File: config.mk
export PLATFORM = sky130hd
export DESIGN_NAME = jkff_driver
export DESIGN_NICKNAME = d
export VERILOG_FILES = /design/src/rtl/jkff_drv_pkg.sv /design/src/rtl/jkff_drv_timer.sv /design/src/rtl/jkff_driver.sv
export SDC_FILE = /design/constraint.sdc
export NUM_CORES = 1
export LEC_CHECK = 0
export CAP_MARGIN = 20
export CORE_MARGIN = 5
export CORE_UTILIZATION = 40
export DETAILED_ROUTE_END_ITERATION = 8
export PLACE_DENSITY = 0.66
export SYNTH_ARGS = -nofsm -noshare
export SYNTH_HDL_FRONTEND = slang
export SYNTH_SLANG_ARGS = --single-unit
export TNS_END_PERCENT = 50
File: constraint.sdc
create_clock -name clk -period 1.99 [get_ports clk]
set_input_delay 0.398 -clock clk [delete_from_list [all_inputs] [get_ports clk]]
set_output_delay 0.398 -clock clk [all_outputs]
set_load 0.03 [all_outputs]
File: src/rtl/jkff_drv_pkg.sv
// Shared encodings for the JK flip-flop stimulus/checker driver.
// Covers op codes, FSM state codes, idle pin levels and op decode helpers.
package jkff_drv_pkg;

    localparam logic [2:0] OP_HOLD   = 3'd0;
    localparam logic [2:0] OP_RESET  = 3'd1;
    localparam logic [2:0] OP_SET    = 3'd2;
    localparam logic [2:0] OP_TOGGLE = 3'd3;
    localparam logic [2:0] OP_PRESET = 3'd4;
    localparam logic [2:0] OP_CLEAR  = 3'd5;

    localparam logic [2:0] ST_IDLE   = 3'd0;
    localparam logic [2:0] ST_SETUP  = 3'd1;
    localparam logic [2:0] ST_HIGH   = 3'd2;
    localparam logic [2:0] ST_PULSE  = 3'd3;
    localparam logic [2:0] ST_SETTLE = 3'd4;
    localparam logic [2:0] ST_RESP   = 3'd5;

    localparam logic PIN_J_IDLE     = 1'b0;
    localparam logic PIN_K_IDLE     = 1'b0;
    localparam logic PIN_CLK_IDLE   = 1'b0;
    localparam logic PIN_PRE_N_IDLE = 1'b1;
    localparam logic PIN_CLR_N_IDLE = 1'b1;

    localparam int TMR_W = 8;

    function automatic logic op_is_legal(input logic [2:0] op);
        return op <= OP_CLEAR;
    endfunction

    function automatic logic op_is_clocked(input logic [2:0] op);
        return op <= OP_TOGGLE;
    endfunction

    // Ops that force a known level: the FF state is defined afterwards.
    function automatic logic op_sets_known(input logic [2:0] op);
        return (op == OP_RESET) || (op == OP_SET) || (op == OP_PRESET) || (op == OP_CLEAR);
    endfunction

    function automatic logic [1:0] op_jk(input logic [2:0] op);
        logic [1:0] jk;
        case (op)
            OP_RESET:  jk = 2'b01;
            OP_SET:    jk = 2'b10;
            OP_TOGGLE: jk = 2'b11;
            default:   jk = 2'b00;
        endcase
        return jk;
    endfunction

endpackage

File: src/rtl/jkff_drv_timer.sv
// Phase timer: loadable down-counter, done when the count reaches zero.
// Loading N gives a phase that lasts exactly N cycles.
module jkff_drv_timer
    import jkff_drv_pkg::*;
#(
    parameter int W = TMR_W
) (
    input  logic         clk,
    input  logic         clr,
    input  logic         load,
    input  logic [W-1:0] load_val,
    output logic         done
);

    logic [W-1:0] cnt;

    always_ff @(posedge clk) begin
        if (clr) begin
            cnt <= '0;
        end else if (load) begin
            cnt <= load_val - {{(W-1){1'b0}}, 1'b1};
        end else if (cnt != '0) begin
            cnt <= cnt - {{(W-1){1'b0}}, 1'b1};
        end
    end

    assign done = (cnt == '0);

endmodule

File: src/rtl/jkff_driver.sv
// Drives one JK master-slave FF section through a timed pin sequence per command
// and checks the sampled Q/Q_ against a shadow of the expected state.
//
// state  | meaning
// IDLE   | pins idle, cmd_ready=1, accept a command
// SETUP  | J/K driven for the op, ff_clk low
// HIGH   | ff_clk high, J/K still driven
// PULSE  | preset or clear strobe low
// SETTLE | all strobes inactive, waiting for Q to settle
// RESP   | rsp_valid for one cycle
module jkff_driver
    import jkff_drv_pkg::*;
#(
    parameter int SETUP_CYC  = 2,
    parameter int HIGH_CYC   = 2,
    parameter int SETTLE_CYC = 4
) (
    input  logic       clk,
    input  logic       clr,
    input  logic       cmd_valid,
    output logic       cmd_ready,
    input  logic [2:0] cmd_op,
    output logic       ff_j,
    output logic       ff_k,
    output logic       ff_clk,
    output logic       ff_pre_n,
    output logic       ff_clr_n,
    input  logic       ff_q,
    input  logic       ff_q_n,
    output logic       rsp_valid,
    output logic       rsp_ok,
    output logic       rsp_q,
    output logic [7:0] err_cnt
);

    logic [2:0]       state;
    logic [2:0]       state_nxt;
    logic [2:0]       op;
    logic [2:0]       op_nxt;
    logic             accept;
    logic             tmr_load;
    logic [TMR_W-1:0] tmr_val;
    logic             tmr_done;
    logic             exp_q;
    logic             exp_known;
    logic             exp_next;
    logic             chk_ok;
    logic             drive_jk;
    logic [1:0]       jk;

    assign cmd_ready = (state == ST_IDLE);
    assign accept    = cmd_valid && cmd_ready;
    // Illegal ops jump straight to RESP, so the op is taken from the port that cycle.
    assign op_nxt    = accept ? cmd_op : op;

    jkff_drv_timer #(.W(TMR_W)) u_timer (
        .clk      (clk),
        .clr      (clr),
        .load     (tmr_load),
        .load_val (tmr_val),
        .done     (tmr_done)
    );

    always_comb begin
        state_nxt = state;
        tmr_load  = 1'b0;
        tmr_val   = '0;
        case (state)
            ST_IDLE: begin
                if (accept) begin
                    if (!op_is_legal(cmd_op)) begin
                        state_nxt = ST_RESP;
                    end else if (op_is_clocked(cmd_op)) begin
                        state_nxt = ST_SETUP;
                        tmr_load  = 1'b1;
                        tmr_val   = TMR_W'(SETUP_CYC);
                    end else begin
                        state_nxt = ST_PULSE;
                        tmr_load  = 1'b1;
                        tmr_val   = TMR_W'(HIGH_CYC);
                    end
                end
            end
            ST_SETUP: begin
                if (tmr_done) begin
                    state_nxt = ST_HIGH;
                    tmr_load  = 1'b1;
                    tmr_val   = TMR_W'(HIGH_CYC);
                end
            end
            ST_HIGH, ST_PULSE: begin
                if (tmr_done) begin
                    state_nxt = ST_SETTLE;
                    tmr_load  = 1'b1;
                    tmr_val   = TMR_W'(SETTLE_CYC);
                end
            end
            ST_SETTLE: begin
                if (tmr_done) begin
                    state_nxt = ST_RESP;
                end
            end
            default: state_nxt = ST_IDLE;
        endcase
    end

    always_comb begin
        case (op_nxt)
            OP_HOLD:   exp_next = exp_q;
            OP_RESET:  exp_next = 1'b0;
            OP_SET:    exp_next = 1'b1;
            OP_TOGGLE: exp_next = ~exp_q;
            OP_PRESET: exp_next = 1'b1;
            default:   exp_next = 1'b0;
        endcase
    end

    assign chk_ok   = op_is_legal(op_nxt) && (ff_q_n == ~ff_q) && (!exp_known || (ff_q == exp_next));
    assign drive_jk = (state_nxt == ST_SETUP) || (state_nxt == ST_HIGH);
    assign jk       = op_jk(op_nxt);

    always_ff @(posedge clk) begin
        if (clr) begin
            state     <= ST_IDLE;
            op        <= OP_HOLD;
            ff_j      <= PIN_J_IDLE;
            ff_k      <= PIN_K_IDLE;
            ff_clk    <= PIN_CLK_IDLE;
            ff_pre_n  <= PIN_PRE_N_IDLE;
            ff_clr_n  <= PIN_CLR_N_IDLE;
            rsp_valid <= 1'b0;
            rsp_ok    <= 1'b0;
            rsp_q     <= 1'b0;
            err_cnt   <= 8'd0;
            exp_q     <= 1'b0;
            exp_known <= 1'b0;
        end else begin
            state     <= state_nxt;
            op        <= op_nxt;
            ff_j      <= drive_jk ? jk[1] : PIN_J_IDLE;
            ff_k      <= drive_jk ? jk[0] : PIN_K_IDLE;
            ff_clk    <= (state_nxt == ST_HIGH);
            ff_pre_n  <= !((state_nxt == ST_PULSE) && (op_nxt == OP_PRESET));
            ff_clr_n  <= !((state_nxt == ST_PULSE) && (op_nxt == OP_CLEAR));
            rsp_valid <= (state_nxt == ST_RESP);
            if (state_nxt == ST_RESP) begin
                rsp_q  <= ff_q;
                rsp_ok <= chk_ok;
                if (op_is_legal(op_nxt)) begin
                    exp_q     <= exp_known ? exp_next : ff_q;
                    exp_known <= exp_known || op_sets_known(op_nxt);
                end
            end
            if ((state == ST_RESP) && !rsp_ok && (err_cnt != 8'hFF)) begin
                err_cnt <= err_cnt + 8'd1;
            end
        end
    end

endmodule

==> metrics.txt, run 1 <==
status=finished, final reports clean; gr busiest metal=met2; met3 Use GR=5.23%; DIE AREA=5280 um2; clk_lat worst skew=0.28 ns; CTS tree=done; antenna viol nets, final=0; Synth Flop Type=dfxtp_1; Global Route met2 Usage=25.3%; register area share after synthesis=40.8%; drt first pass iters=4; area of the mapped netlist=1570 um2; IO Count=25; CP Class=input port to flip-flop; Final HPWL DP=2.93 mm; FF-to-FF path depth=6; Worst Hold End=rsp_q; top cell type by total area after synthesis=dfxtp_1; Synth top area share=40.8%; Core ar.=3740 um2; Nets=245; Final Skew=0.00469 ns; Hold Path Depth=2; highest net fanout along the worst path=2; Die Span X=72.7 um; Avg Inst Size Synth=8.83 um2; Reg2Reg Setup Slack=0.08 ns; synth warn=0; Hold-fix buffers, CTS=0; setup ws final=0.0678 ns; vias in the first global route=1,520; layout cell share with drive strength beyond 1=22.3%; Synth Instances=178; Buffers on Ports=24; Hold Violations, Final=0; DRT iter0 DRCs=55; Initial Utilization=42.0%; Routability Congestion=0.950; Root Driver=clkbuf_8; n_diodes=0; Peak supply drop=0.000555 V; Critical R2R Launch=state[1]; pre-CTS setup slack=-0.372 ns; Max Cap Viol=0; Post-synth EDFFs=0; maximum clock rate=0.520 GHz; Rows=22; die height=72.7 um; Tcrit/Tclk final=96.6%; aggregate global routing overflow=0; Routed WL=3.98 mm; fin util=58.9%; CP endpoint kind=flip-flop; Sink Count=32; Yosys reg bits=32; Setup crit start kind=input port; Min Clock Period, post-route=1.92 ns; Worst slew margin=70.1%; FILL cells=345; Yosys cell types=40; Mapped Nets=190; met1 global-route usage=18.5%; Worst Setup SP=cmd_op[1]; routed vias=1,461; vias per cell=5.20; Power Total=2920 uW; clock buffer depth=2; count leader, synth=dfxtp_1; initial antenna violation count=0; Req. time, crit path=2.17 ns; top cells by area in the synthesized netlist=dfxtp_1 41%, nor2_1 6.7%, mux2i_1 5.1%; Pwr Density=1330 nW/um2; max-slew violations=0; hold_sp=rsp_q; CTS clk-pin slew, worst paths=0.06 ns; worst hold path class=flip-flop to flip-flop; H-tree depth=2; Worst Max-Slew Pin Slew=0.443 ns; Worst EP arrival=2.10 ns; Leakage=0.000901 uW; GRT Total Usage=15.8%; Commonest cells post-synth=32 x dfxtp_1, 28 x nor2_1, 16 x nand2_1, 11 x a21oi_1, 9 x xor2_1; first-pass GRT wire length=6.42 mm; CTS buffer count=5; DRC=0; WL per Instance=14.2 um; pin count of the biggest net entering global routing=26; setup_tns=0 ns; Async S/R FF share, synth=0%; area growth from synthesis to layout=40.2%; Reg2Reg Capture Point=rsp_ok; Setup-failing EPs final=0
[where the power goes]
part	internal (uW)	leakage, uW	switching, uW
Sequential	772	0.000262	135
Combinational	744	0.000588	744
Clock	307	0.0000503	221
Total	1820	0.000901	1100
[state kept, by name, indices dropped and copies added, names as in the netlist]
register     count
u_timer.cnt      8
ff_pre_n         1
rsp_valid        1
rsp_q            1
op               3
exp_q            1
err_cnt          8
state            3
ff_clk           1
ff_j             1
ff_clr_n         1
rsp_ok           1
exp_known        1
ff_k             1
[cell usage in the layout (no fill, tap or decap), drive strengths merged, types with 5 or more instances in the layout]
cell	netlist	final
dfxtp	32	32
buf	1	28
nor2	28	28
clkdlybuf4s50	0	22
nand2	16	16
a21oi	11	11
xor2	9	9
inv	8	8
mux2i	8	8
xnor2	7	7
clkbuf	3	7
o21ai	5	5
[per-stage QoR]
stage,cells,instance area (um2),hold slack [ns]
2_1_floorplan,178,1580,0.485
3_3_place_gp,273,2060,0.488
3_5_place_dp,273,2060,0.502
4_1_cts,280,2160,0.522
5_1_grt,281,2200,0.551
6_report,281,2200,0.513
[repair_timing]
| item | CTS | global route |
|---|---|---|
| buffers inserted | 0 | 1 |
| resized for setup | 4 | 11 |
| setup endpoints to repair | 7 | 11 |
| pin swaps | 1 | 4 |
[cells by family after synthesis]
group | Yosys count | synth area share (%)
AO/OA/AOI/OAI | 30 | 12.3
XOR/XNOR | 16 | 8.92
adder cells (fa/ha/maj) | 4 | 3.18
buffers and inverters | 12 | 3.11
flip-flops | 32 | 40.8
multiplexers | 9 | 6.77
AND/OR/NAND/NOR | 75 | 24.9
[worst max-delay path by stage]
stage / depth (start not counted) / endpoint / slack [ns]
after floorplan: 6 / rsp_ok / -0.002
after global placement: 7 / rsp_ok / -0.32
after detailed placement: 7 / rsp_ok / -0.37
after CTS: 8 / rsp_ok / 0.05
after global routing: 8 / exp_q / -0.06
final: 7 / rsp_ok / 0.07
[cell type report]
class | instances | area [um2] | area share [%]
inverters | 8 | 30.0 | 1.36
clock buffers | 7 | 96.3 | 4.37
flip-flops and latches | 32 | 647 | 29.4
repair buffers | 52 | 448 | 20.3
well taps | 48 | 60.1 | 2.73
multi-input cells | 134 | 922 | 41.9
[worst max-delay path: stages]
cell	delay, ns
clkdlybuf4s50_1	0.47
inv_1	0.06
mux4_1	0.50
mux2i_2	0.23
xor2_1	0.16
nand2_1	0.06
a32o_1	0.21
[layer usage]
layer	part of all wire, %	wire (um)	vias up
met3	4.9	194	12
met5	0	0	-
met1	46	1820	680
met4	2.5	99	0
met2	47	1860	37
li1	-	-	732
Power figures use the tool's default switching activity.
==> inputs of run 2 (changes only) <==
CAP_MARGIN = 0   (was 20)
CORE_UTILIZATION = 35   (was 40)
PLACE_DENSITY = unset   (was 0.66)
==> run 2 against run 1 <==
Compared with the run above: first-iteration DRC count rose by 42%; routed wire length fell by 6.4%; total power fell by 5.5%; worst hold slack got worse by 0.0063 ns; clock skew barely moved; global-route usage fell by 2.8 points; flip-flop and latch count did not move; sequential share of layout area rose by 0.23 points; clock power fell by 13%; sequential power fell by 2%; combinational power fell by 5%; count of clock-buffer cells in the layout fell by 1; critical path type unchanged; critical endpoint unchanged; largest power group unchanged; highest routed layer unchanged.
==> metrics.txt, run 2 (same netlist as run 1, synthesis figures left out) <==
status=finished, final reports clean; WL per Instance=13.1 um (-7.7%); worst hold margin=0.507 ns (-0.00634 ns); Leakage=0.000888 uW (-1.4%); initial antenna violation count=0 (unchanged); CTS clk-pin slew, worst paths=0.06 ns (about the same); worst hold path class=flip-flop to flip-flop; hold_sp=rsp_q; most common cell after layout, fill and taps aside=dfxtp_1; Max Cap Viol=0 (unchanged); first-pass GRT wire length=6.22 mm (-3.1%); n_diodes=0 (unchanged); switching share of power=37.3% (-0.28 points); Rows=24 (+9.1%); setup_tns=0 ns (unchanged); layout cell share with drive strength beyond 1=20.6% (-1.7 points); DRT iter0 DRCs=78 (+42%); Final Skew=0.00485 ns (+0.000160 ns); vias per cell=5.06 (-2.6%); drt first pass iters=4 (unchanged); Worst EP arrival=2.09 ns (about the same); CP cell instances=clkdlybuf4s50_1, inv_1, mux4_1, mux2i_2, xor2_1, nand2_1, a32o_1; Final HPWL DP=2.82 mm (-3.8%); Worst slew margin=73.9% (+3.8 points); CP max stage cell=mux4_1; pin count of the biggest net entering global routing=19 (-27%); CTS tree=done; area growth from synthesis to layout=38.3%; CP Class=input port to flip-flop; CTS buffer count=5 (unchanged); part of the power in registers=32.2% (+1.2 points); antenna viol nets, final=0 (unchanged); Hold Violations, Final=0 (unchanged); multi-input logic area=910 um2 (-1.4%); max-slew violations=0 (unchanged); IO Count=25 (unchanged); Worst Max-Slew Pin Slew=0.392 ns (-0.0509 ns); FILL cells=410 (+19%); Initial Utilization=36.1% (-5.9 points); Critical R2R Launch=state[0]; Root Driver=clkbuf_8; H-tree depth=2 (unchanged); aggregate global routing overflow=0 (unchanged); routed vias=1,443 (-1.2%); RSZ-0062 raised after global routing=true; highest net fanout along the worst path=2 (unchanged); maximum clock rate=0.518 GHz (-0.35%); DRC=0 (unchanged); Worst Hold End=rsp_q; Switch Pwr=1030 uW (-6.3%); Routed WL=3.72 mm (-6.4%); Gate power share=51.2% (+0.3 points); clock power share=16.6% (-1.5 points); FF-to-FF path depth=6 (unchanged); Reg2Reg Setup Slack=0.10 ns (+0.02 ns); Tcrit/Tclk final=96.9% (+0.34 points); Pint=1730 uW (-5.1%); clock buffer depth=2 (unchanged); vias in the first global route=1,386 (-8.8%); Setup Fix Bufs, Post-CTS=0 (unchanged); Buffers on Ports=24 (unchanged); GRT Total Usage=12.9% (-2.8 points); register area=643 um2 (-0.58%); Pwr Density=1270 nW/um2 (-4.2%); Sink Count=32 (unchanged); Hold Path Depth=2 (unchanged); clk_lat worst skew=0.27 ns (about the same); die height=77.0 um (+6.0%); Setup crit start kind=input port; Nets=245 (unchanged); Min Clock Period, post-route=1.93 ns (+0.00670 ns); Hold-fix buffers, CTS=0 (unchanged); CP endpoint kind=flip-flop; Routability Congestion=0.856 (-9.9%); Critical Path Max Stage Delay=0.49 ns (about the same); Setup-failing EPs final=0 (unchanged); Req. time, crit path=2.16 ns (about the same); most frequent cells in the layout=30 x dfxtp_1, 28 x nor2_1, 28 x buf_4; biggest registers after layout=err_cnt (8), u_timer.cnt (8); Reg2Reg Capture Point=rsp_ok; Die Span X=77.0 um (+6.0%); Peak supply drop=0.000461 V (-17%); Core ar.=4350 um2 (+16%); DIE AREA=5930 um2 (+12%)
-- run 2: power groups by stage --
stage	logic (uW)	registers [uW]	clock network [uW]
floorplan	828	916	0
global placement	1380	889	0
detailed placement	1380	889	0
CTS	1400	879	476
global route	1560	906	509
finish	1410	888	459
-- run 2: area by class of cell --
class	instances	area share [%]
tap	52	2.99
clock inverter	1	0.230
sequential	32	29.6
clock buffer	6	3.34
multi-input combinational	134	41.9
inverter	8	1.38
timing repair buffer	52	20.6
-- run 2: what timing repair did --
action | CTS | global route
gates resized for setup | 5 | 5
hold endpoints to repair | 0 | 0
pin swaps | 1 | 0
endpoints found under the setup margin | 9 | 13
-- run 2: worst max-delay path by stage --
stage	start	to	slack [ns]	cells past startpoint
after global routing	state[0]	rsp_ok	-0.04	6
after detailed placement	cmd_valid	rsp_ok	-0.35	7
after CTS	u_timer.cnt[0]	rsp_ok	0.02	8
after global placement	cmd_valid	rsp_ok	-0.30	7
final	cmd_op[1]	rsp_ok	0.06	7
after floorplan	state[0]	rsp_ok	-0.002	6
-- run 2: routing by layer --
metal / track usage (%) / up-vias / part of all wire, %
met4: 4.98 / 0 / 1.7
met2: 20.5 / 24 / 46
met3: 3.51 / 7 / 2.8
li1: - / 736 / -
met1: 16.7 / 676 / 50
met5: 0 / - / 0
-- run 2: stage by stage --
step	instances	setup WS, ns	utilization (%)	power [uW]	instance area (um2)
finish	285	0.0611	49.9	2760	2170
global placement	278	-0.297	47.6	2270	2070
detailed placement	278	-0.347	47.6	2270	2070
CTS	285	0.0232	49.5	2760	2160
floorplan	178	-0.00152	-	1740	1580
global route	285	-0.0358	49.9	2980	2170
-- run 2: critical path: cells and delay by family --
| kind | cells | cell delay [ns] |
|---|---|---|
| AO/OA/AOI/OAI | 1 | 0.21 |
| XOR/XNOR | 1 | 0.17 |
| buffers and inverters | 2 | 0.54 |
| multiplexers | 2 | 0.72 |
| AND/OR/NAND/NOR | 1 | 0.06 |
==> inputs of run 3 (changes only) <==
CAP_MARGIN = 20   (was 0)
SLEW_MARGIN = 25   (was unset)
==> results of run 3 <==
Same layout as run 2: the final DEF is identical, and so are final timing and power.
